`config.mk`:
```
export PLATFORM = sky130hd
export DESIGN_NAME = serial_tx
export DESIGN_NICKNAME = d
export VERILOG_FILES = /design/src/rtl/serial_tx.sv
export SDC_FILE = /design/constraint.sdc
export NUM_CORES = 1
export LEC_CHECK = 0
export CORE_ASPECT_RATIO = 0.9
export CORE_MARGIN = 3
export CORE_UTILIZATION = 49
export DETAILED_ROUTE_END_ITERATION = 10
export PLACE_DENSITY_LB_ADDON = 0.1
export REMOVE_ABC_BUFFERS = 1
export SYNTH_ARGS = -nofsm -noshare
export SYNTH_HDL_FRONTEND = slang
export SYNTH_SLANG_ARGS = --single-unit
export TNS_END_PERCENT = 30
```
`constraint.sdc`:
```
create_clock -name clk -period 2.25 [get_ports clk]
set_input_delay 0.225 -clock clk [delete_from_list [all_inputs] [get_ports clk]]
set_output_delay 0.225 -clock clk [all_outputs]
set_load 0.1 [all_outputs]
```
`src/rtl/serial_tx.sv`:
```
// serial_tx: UART-style serializer with a valid/ready word input, optional parity and 1-2 stop bits.
// All outputs are registered; the line idles high.
module serial_tx #(
    parameter int DATA_WIDTH   = 8,
    parameter int CLKS_PER_BIT = 868,
    parameter int PARITY_EN    = 0,
    parameter int PARITY_ODD   = 0,
    parameter int STOP_BITS    = 1
) (
    input  logic                  clk,
    input  logic                  rst,
    input  logic [DATA_WIDTH-1:0] data_in,
    input  logic                  data_in_valid,
    output logic                  data_in_ready,
    output logic                  tx,
    output logic                  busy
);
    localparam int BW = $clog2(CLKS_PER_BIT);
    localparam int CW = $clog2(DATA_WIDTH);

    typedef enum logic [2:0] {IDLE, START, DATA, PARITY, STOP} state_t;

    state_t                state, state_n;
    logic [BW-1:0]         baud, baud_n;
    logic [CW-1:0]         cnt, cnt_n;
    logic [DATA_WIDTH-1:0] shift, shift_n;
    logic                  par, par_n;
    logic                  tx_n, busy_n, ready_n;
    logic                  bit_end;

    always_comb begin
        bit_end = baud == BW'(CLKS_PER_BIT - 1);
        state_n = state;
        baud_n  = bit_end ? '0 : baud + 1'b1;
        cnt_n   = cnt;
        shift_n = shift;
        par_n   = par;
        tx_n    = tx;
        busy_n  = busy;
        ready_n = data_in_ready;
        case (state)
            IDLE: begin
                baud_n  = '0;
                tx_n    = 1'b1;
                busy_n  = 1'b0;
                ready_n = 1'b1;
                if (data_in_valid && data_in_ready) begin
                    shift_n = data_in;
                    par_n   = (^data_in) ^ (PARITY_ODD != 0);
                    state_n = START;
                    tx_n    = 1'b0;
                    busy_n  = 1'b1;
                    ready_n = 1'b0;
                end
            end
            START: if (bit_end) begin
                state_n = DATA;
                cnt_n   = '0;
                tx_n    = shift[0];
            end
            DATA: if (bit_end) begin
                // the next bit is presented from the shift register before it moves
                shift_n = shift >> 1;
                tx_n    = shift[1];
                cnt_n   = cnt + 1'b1;
                if (cnt == CW'(DATA_WIDTH - 1)) begin
                    cnt_n   = '0;
                    state_n = (PARITY_EN != 0) ? PARITY : STOP;
                    tx_n    = (PARITY_EN != 0) ? par : 1'b1;
                end
            end
            PARITY: if (bit_end) begin
                state_n = STOP;
                tx_n    = 1'b1;
            end
            STOP: if (bit_end) begin
                cnt_n = cnt + 1'b1;
                if (cnt == CW'(STOP_BITS - 1)) begin
                    state_n = IDLE;
                    cnt_n   = '0;
                    busy_n  = 1'b0;
                    ready_n = 1'b1;
                end
            end
            default: state_n = IDLE;
        endcase
    end

    always_ff @(posedge clk) begin
        shift <= shift_n;
        if (rst) begin
            state         <= IDLE;
            baud          <= '0;
            cnt           <= '0;
            par           <= 1'b0;
            tx            <= 1'b1;
            busy          <= 1'b0;
            data_in_ready <= 1'b0;
        end else begin
            state         <= state_n;
            baud          <= baud_n;
            cnt           <= cnt_n;
            par           <= par_n;
            tx            <= tx_n;
            busy          <= busy_n;
            data_in_ready <= ready_n;
        end
    end
endmodule
```
# Word level (Yosys, flattened, before mapping)
# Cells that the tools add are included.
# Widths: inputs -> output; s select.
[totals]
regBits = 27
input_bits = 11
out_inout_bits = 3
elab_cells = 65
[op_classes]
n_eq_ne = 13
add_sub_neg = 2
n_reduce_logical = 13
n_mux = 30
[op_table]
columns = ["op", "count"]
rows = [
  ["$mux 3", 12],
  ["$mux 8", 2],
  ["$pmux 8 s2", 1],
  ["$pmux 3 s5", 1],
  ["$ne 2x2->1 const B", 7],
  ["$add 10x1->10 const B", 1],
  ["$eq 10x10->1 const B", 1],
  ["$mux 1", 10],
  ["$pmux 3 s3", 1],
  ["$reduce_and 4->1", 2],
  ["$reduce_and 7->1", 1],
  ["$eq 3x2->1 const B", 2],
  ["$eq 3x3->1 const B", 2],
  ["$logic_not 3->1", 2],
  ["$reduce_and 3->1", 2],
  ["$pmux 1 s2", 2],
  ["$pmux 1 s4", 1],
  ["$reduce_bool 2->1", 2],
  ["$reduce_bool 4->1", 1],
  ["$add 3x1->3 const B", 1],
  ["$eq 3x1->1 const B", 1],
  ["$reduce_bool 3->1", 1],
  ["$reduce_or 3->1", 1],
  ["$logic_and 1x1->1", 1],
]

# Logic depth before layout (Yosys ltp)
# Gate-level depths: netlist (run 1).
[logic_depth]
ltp_word = 4
mapped_depth = 7
mapped_depth_nobuf = 6

# Worst setup path before layout (run 1)
# OpenSTA, ideal clock, no wires.
[synth_timing]
kind = "reg2reg"
from = "reg data_in_ready"
to = "reg shift[0] (enable)"
period_less_slack_ns = 2.292
n_path_buf = 0
path_slack_ns = -0.042
stages_incl_launch_ff = 5
setup_ns = 0.383
required_time_ns = 1.867
t_arrival_ns = 1.908
cell_sequence = "dfxtp_1 nand2_1 nor2_1 a21oi_1 nor3_1"
[synth_between]
elab_chain_cells = 3
[synth_lines]
columns = ["item", "line_no", "text"]
rows = [
  ["from (decl)", "14", "output logic data_in_ready,"],
  ["from (signal assigned)", "106", "data_in_ready <= ready_n;"],
  ["$logic_and 1x1->1", "47", "if (data_in_valid && data_in_ready) begin"],
  ["$ne 2x2->1 (no line)", "-", ""],
  ["$reduce_and 3->1 (no line)", "-", ""],
  ["to (signal assigned)", "90", "shift <= shift_n;"],
  ["to (decl)", "26", "logic [DATA_WIDTH-1:0] shift, shift_n;"],
]
# No other way between the ends.
# A chain may end at the register's enable or synchronous reset.

# Worst setup path after layout (run 1)
[layout_timing]
from = "reg baud[0]"
to = "reg cnt[1]"
[layout_between]
elab_chain_cells = 3
word_cells_on_any_way = 5
cone_classes = "eq/ne: 4; reduce/logical: 1"
[layout_lines]
columns = ["item", "line_no", "text"]
rows = [
  ["from (decl)", "24", "logic [BW-1:0] baud, baud_n;"],
  ["from (signal assigned)", "101", "baud <= baud_n;"],
  ["$eq 10x10->1 *", "32", "bit_end = baud == BW'(CLKS_PER_BIT - 1);"],
  ["$ne 2x2->1 (no line)", "-", ""],
  ["$reduce_and 4->1 (no line) *", "-", ""],
  ["to (signal assigned)", "102", "cnt <= cnt_n;"],
  ["to (decl)", "25", "logic [CW-1:0] cnt, cnt_n;"],
]
# Mark *: on every way between the ends. The rest lies on a longest branch, timed or not.

==> impl_results.md, run 1 <==
- CTS H-tree depth: 1
- Via count: 1,017
- All-Layer GR Usage: 16.1%
- Post-synth EDFFs: 8
- Setup CP Type: reg2reg
- 1st-iter DRT viols: 62
- CTS tree: done
- Initial antenna violation count: 0
- Die width: 61.1 µm
- Remaining DRCs: 0
- Least-Margin Pin Slew: 0.494 ns
- Max cap viols: 0
- Worst setup EP type: flip-flop
- FP Rows: 17
- Overall die height: 55.6 µm
- Distinct cells, synth: 38
- Number of antenna diodes: 0
- Most frequent cells in the layout: dfxtp_1, nor2_1, inv_1
- NumNets Final: 168
- Number of global-route vias before repair: 967
- Most common cell after layout, fill and taps aside: dfxtp_1
- Leading area contributor after synthesis: dfxtp_1
- DP Wirelength: 1.77 mm
- Final setup vio count: 0
- Post-synthesis cell count: 139
- Final Hold Fails: 0
- CP Max Fanout: 6
- Fin Clk Skew: 0.0108 ns
- CTS Hold Bufs: 0
- HP Class: reg2reg
- Max Slew Vio Count: 0
- Sequential-to-total area share from yosys stat: 46.4%
- Die area: 3400 µm²
- CTS Buffer Depth: 2
- WP data required: 2.53 ns
- Core box area: 2530 µm²
- WL/cell: 13.4 µm
- Clk root buf: clkbuf_4
- Status: complete, no violations
- Critical Path AT: 2.16 ns
- Total routed wirelength: 2.41 mm
- CP Launch Type: flip-flop
- Fraction of registers with async set/reset: 0%
- Post-CTS Setup Repair Bufs: 0
- Period utilisation layout: 83.7%
- Util after Layout: 59.3%
- Gr ovfl total: 0
- Clk slew on worst S/H paths: 0.14 ns
- Synth top area cells: dfxtp_1, edfxtp_1, mux2_2
- Mapped Avg Cell Area: 9.63 µm²
- Synth top area share: 28.4%
- Starting density of the core: 52.9%
- RSZ-0062 raised after global routing: false
- Worst VDD drop: 0.429 mV
- Resize count post-CTS: 0
- Area Overhead vs Synth: 12.1%
- Clk_lat worst skew: 0.33 ns
- Multi-input logic area: 633 µm²
- Top_reg_cell synth: dfxtp_1
- Share of layout cells above drive strength 1: 13.8%
- Number of fill cells: 219
- Drt first pass iters: 4
- Headroom to the max-slew limit: 67.0%
- Cts bufs inserted: 3
- Power per cell area: 564 nW/µm²
- Gp weighted congestion: 0.803
- Mapped Area: 1340 µm²
- Vias per inst: 5.65
- Sequential Area: 621 µm²
- Pleak: 0.505 nW
- Setup TNS Final: 0 ns
- First-pass GRT wire length: 4.22 mm
- CTS sink cnt: 27
- Synth Register Bits: 27
- Final ANT Viol Nets: 0
- Max Fclk: 531 MHz
- Port bufs: 13
- Largest net degree at the start of global routing: 16
- Top Ports: 14
- Yosys warns: 0
- Final critical-path required period: 1.88 ns
## area by class of cell
type / count / share of cell area (%)
flip-flops and latches: 27 / 41.3
repair buffers: 16 / 9.67
inverters: 11 / 2.75
clock buffers: 4 / 1.75
well taps: 28 / 2.33
multi-input cells: 94 / 42.2
## sequential cells by signal, summed over array words and instances, names as in the netlist
signal	count
baud	10
shift	8
cnt	3
state	3
busy	1
data_in_ready	1
tx	1
## synthesized netlist by cell type, drive strengths merged (2+ instances only)
master,n
inv,11
mux2,7
buf,3
xor2,2
nor3b,2
nor3,3
or2,2
edfxtp,8
nand2,6
xnor2,7
nand4,3
o21ba,2
clkbuf,4
ha,4
a21oi,9
nor2,18
dfxtp,19
a2111oi,3
o22ai,2
nand3,7
o2111ai,2
nand2b,3
## worst max-delay path, cell delays in order (launching register included)
cell	delay, ns
dfxtp_1	0.39
ha_1	0.23
nor4bb_1	0.31
nand4_1	0.32
a2111oi_0	0.41
o21ba_2	0.18
## kinds of logic (layout without fill, tap and decap cells)
| kind of cell | after synthesis | in the layout | synth area share, % |
|---|---|---|---|
| fa+ha+maj | 4 | 4 | 3.74 |
| simple gates | 50 | 50 | 18.9 |
| mux | 7 | 7 | 5.89 |
| buf+inv | 18 | 31 | 6.35 |
| xor+xnor | 9 | 9 | 5.89 |
| flops | 27 | 27 | 46.4 |
| compound gates | 24 | 24 | 12.9 |
## routing by layer
metal  routed length (µm)  share of wire [%]  track usage, %
met4                   17               0.71            4.64
met1                 1130                 47            22.0
met2                 1170                 48            23.9
met5                    0                  0               0
met3                   96                4.0            5.57
## report_power, final
group	total, mW	switching, mW	internal (mW)
combinational	0.103	0.0618	0.0416
sequential	0.529	0.0127	0.517
clock	0.214	0.144	0.0696
total	0.847	0.219	0.628
## final timing paths
check / startpoint / to / slack, ns / cells past startpoint
worst max register to register: baud[0] / cnt[1] / 0.37 / 5
worst min-delay path: baud[0] / baud[0] / 0.48 / 1
worst min register to register: baud[0] / baud[0] / 0.48 / 1
worst max-delay path: baud[0] / cnt[1] / 0.37 / 5
## through the flow
step	std cells	power, mW	hold WS [ns]	instance area [µm²]	setup WS [ns]
after CTS	180	0.862	0.484	1500	0.356
after global placement	176	0.641	0.446	1480	0.462
after detailed placement	176	0.644	0.455	1480	0.388
final	180	0.847	0.481	1500	0.367
after floorplan	132	0.603	0.294	1290	-0.0418
after global routing	180	0.886	0.532	1500	0.151
Note: power is estimated with default switching activity, not from simulation.
==> run 2, diff against run 1 <==
CORE_UTILIZATION = 50   (was 49)
clock period = 1.89 ns   (was 2.25 ns; I/O delays follow)
==> run 2 against run 1 <==
Fmax is 8.2% higher. Critical path type unchanged. Total power is 17% higher. Combinational power is 27% higher. Register-to-register slack worse by 0.22 ns. Clock power is 11% higher. Global-route usage is 0.57 points lower.
==> impl_results.md, run 2 (synthesized netlist as in run 1, its figures left out) <==
- Gp weighted congestion: 0.857
- Remaining DRCs: 0
- Die width: 60.5 µm
- Largest register FFs: 10
- FP Rows: 17
- CP Buf/Inv Count: 1
- All-Layer GR Usage: 15.6%
- HP Class: reg2reg
- Max Slew Vio Count: 0
- Vias per inst: 5.58
- Slowest CP cell: or3_4
- CTS Buffer Depth: 2
- Multi-input logic area: 646 µm²
- Final setup vio count: 0
- Share of layout cells above drive strength 1: 17.9%
- DP Wirelength: 1.78 mm
- Max cap viols: 0
- Worst VDD drop: 0.487 mV
- Sequential Area: 621 µm²
- CP delay by family, top: simple AND/OR/NAND/NOR gates
- Regs by FF count: baud (10), shift (8)
- Clock network power share: 23.9%
- Final cell count without fillers: 184
- Met2 Wirelength: 1.11 mm
- CP cell instances: ha_1 -> nor4bb_2 -> and3b_2 -> buf_4 -> or3_4 -> nor2_1
- Final ANT Viol Nets: 0
- Via count: 1,027
- First-pass GRT wire length: 3.93 mm
- Pint: 0.750 mW
- Total routed wirelength: 2.40 mm
- Resize count post-CTS: 0
- Placed cells: 180
- Headroom to the max-slew limit: 74.8%
- CP Max Fanout: 10
- CP Launch Type: flip-flop
- Final critical-path required period: 1.74 ns
- Clk_lat worst skew: 0.32 ns
- Starting density of the core: 53.3%
- Status: complete, no violations
- Port bufs: 13
- Crit-path max cell delay: 0.43 ns
- Initial antenna violation count: 0
- RSZ-0062 raised after global routing: false
- Number of antenna diodes: 0
- Core box area: 2510 µm²
- Drt first pass iters: 4
- Most common cell after layout, fill and taps aside: dfxtp_1
- Met3 wire length: 71 µm
- Top reg by flops: baud
- Sequential power share: 62.9%
- Power per cell area: 644 nW/µm²
- WL/cell: 13.0 µm
- Gr ovfl total: 0
- CTS tree: done
- Number of global-route vias before repair: 908
- Logic pwr share: 13.1%
- Overall die height: 55.1 µm
- Cts bufs inserted: 3
- Least-Margin Pin Slew: 0.369 ns
- Final Hold Fails: 0
- Largest net degree at the start of global routing: 15
- CTS H-tree depth: 1
- Top Ports: 14
- Clk slew on worst S/H paths: 0.12 ns
- Period utilisation layout: 92.1%
- Met1 WL: 1.20 mm
- Clk root buf: clkbuf_4
- Sw Pwr: 0.244 mW
- Setup CP Type: reg2reg
- Critical Path AT: 1.99 ns
- Pleak: 0.527 nW
- WP data required: 2.14 ns
- Die area: 3340 µm²
- Post-CTS Setup Repair Bufs: 0
- CTS sink cnt: 27
- Number of fill cells: 212
- Most frequent cells in the layout: dfxtp_1, nor2_1, inv_1
- Sw Share: 24.6%
- Final Total Pwr: 0.994 mW
- NumNets Final: 172
- Worst setup EP type: flip-flop
- Max Fclk: 575 MHz
- Max Used Layer: met4
- Fin Clk Skew: 0.0168 ns
- Area Overhead vs Synth: 15.3%
- CTS Hold Bufs: 0
- 1st-iter DRT viols: 72
## run 2: worst paths after layout
path | depth (start not counted) | end | start | slack, ns
worst max-delay path | 6 | baud[7] | baud[0] | 0.15
worst min register to register | 1 | baud[0] | baud[0] | 0.48
worst max register to register | 6 | baud[7] | baud[0] | 0.15
worst min-delay path | 1 | baud[0] | baud[0] | 0.48
## run 2: layout make-up
type | instances | share of cell area (%)
clock buffers | 4 | 1.70
inverters | 11 | 2.67
multi-input cells | 94 | 41.8
flip-flops and latches | 27 | 40.2
well taps | 28 | 2.27
repair buffers | 20 | 11.3
## run 2: routing by layer
layer  track usage (%)  vias to the layer above
met5                 0                        -
met4              2.17                        0
met3              4.18                        2
met2              24.5                       17
met1              22.0                      486
li1                  -                      522
## run 2: per-stage QoR
| stage | TNS, ns | hold slack, ns | setup WS (ns) | utilization, % | area [µm²] |
|---|---|---|---|---|---|
| after floorplan | -3.21 | 0.258 | -0.402 | - | 1290 |
| after global placement | 0 | 0.445 | 0.140 | 60.0 | 1510 |
| after detailed placement | 0 | 0.455 | 0.100 | 60.0 | 1510 |
| after CTS | 0 | 0.484 | 0.0731 | 61.0 | 1530 |
| after global routing | 0 | 0.508 | 0.00927 | 61.5 | 1540 |
| final | 0 | 0.481 | 0.150 | 61.5 | 1540 |
## run 2: power by group through the flow
stage	combinational, mW	clock [mW]	sequential, mW
final	0.131	0.238	0.626
after global routing	0.140	0.280	0.629
after CTS	0.130	0.250	0.626
after detailed placement	0.129	0	0.639
after global placement	0.127	0	0.638
after floorplan	0.0405	0	0.677
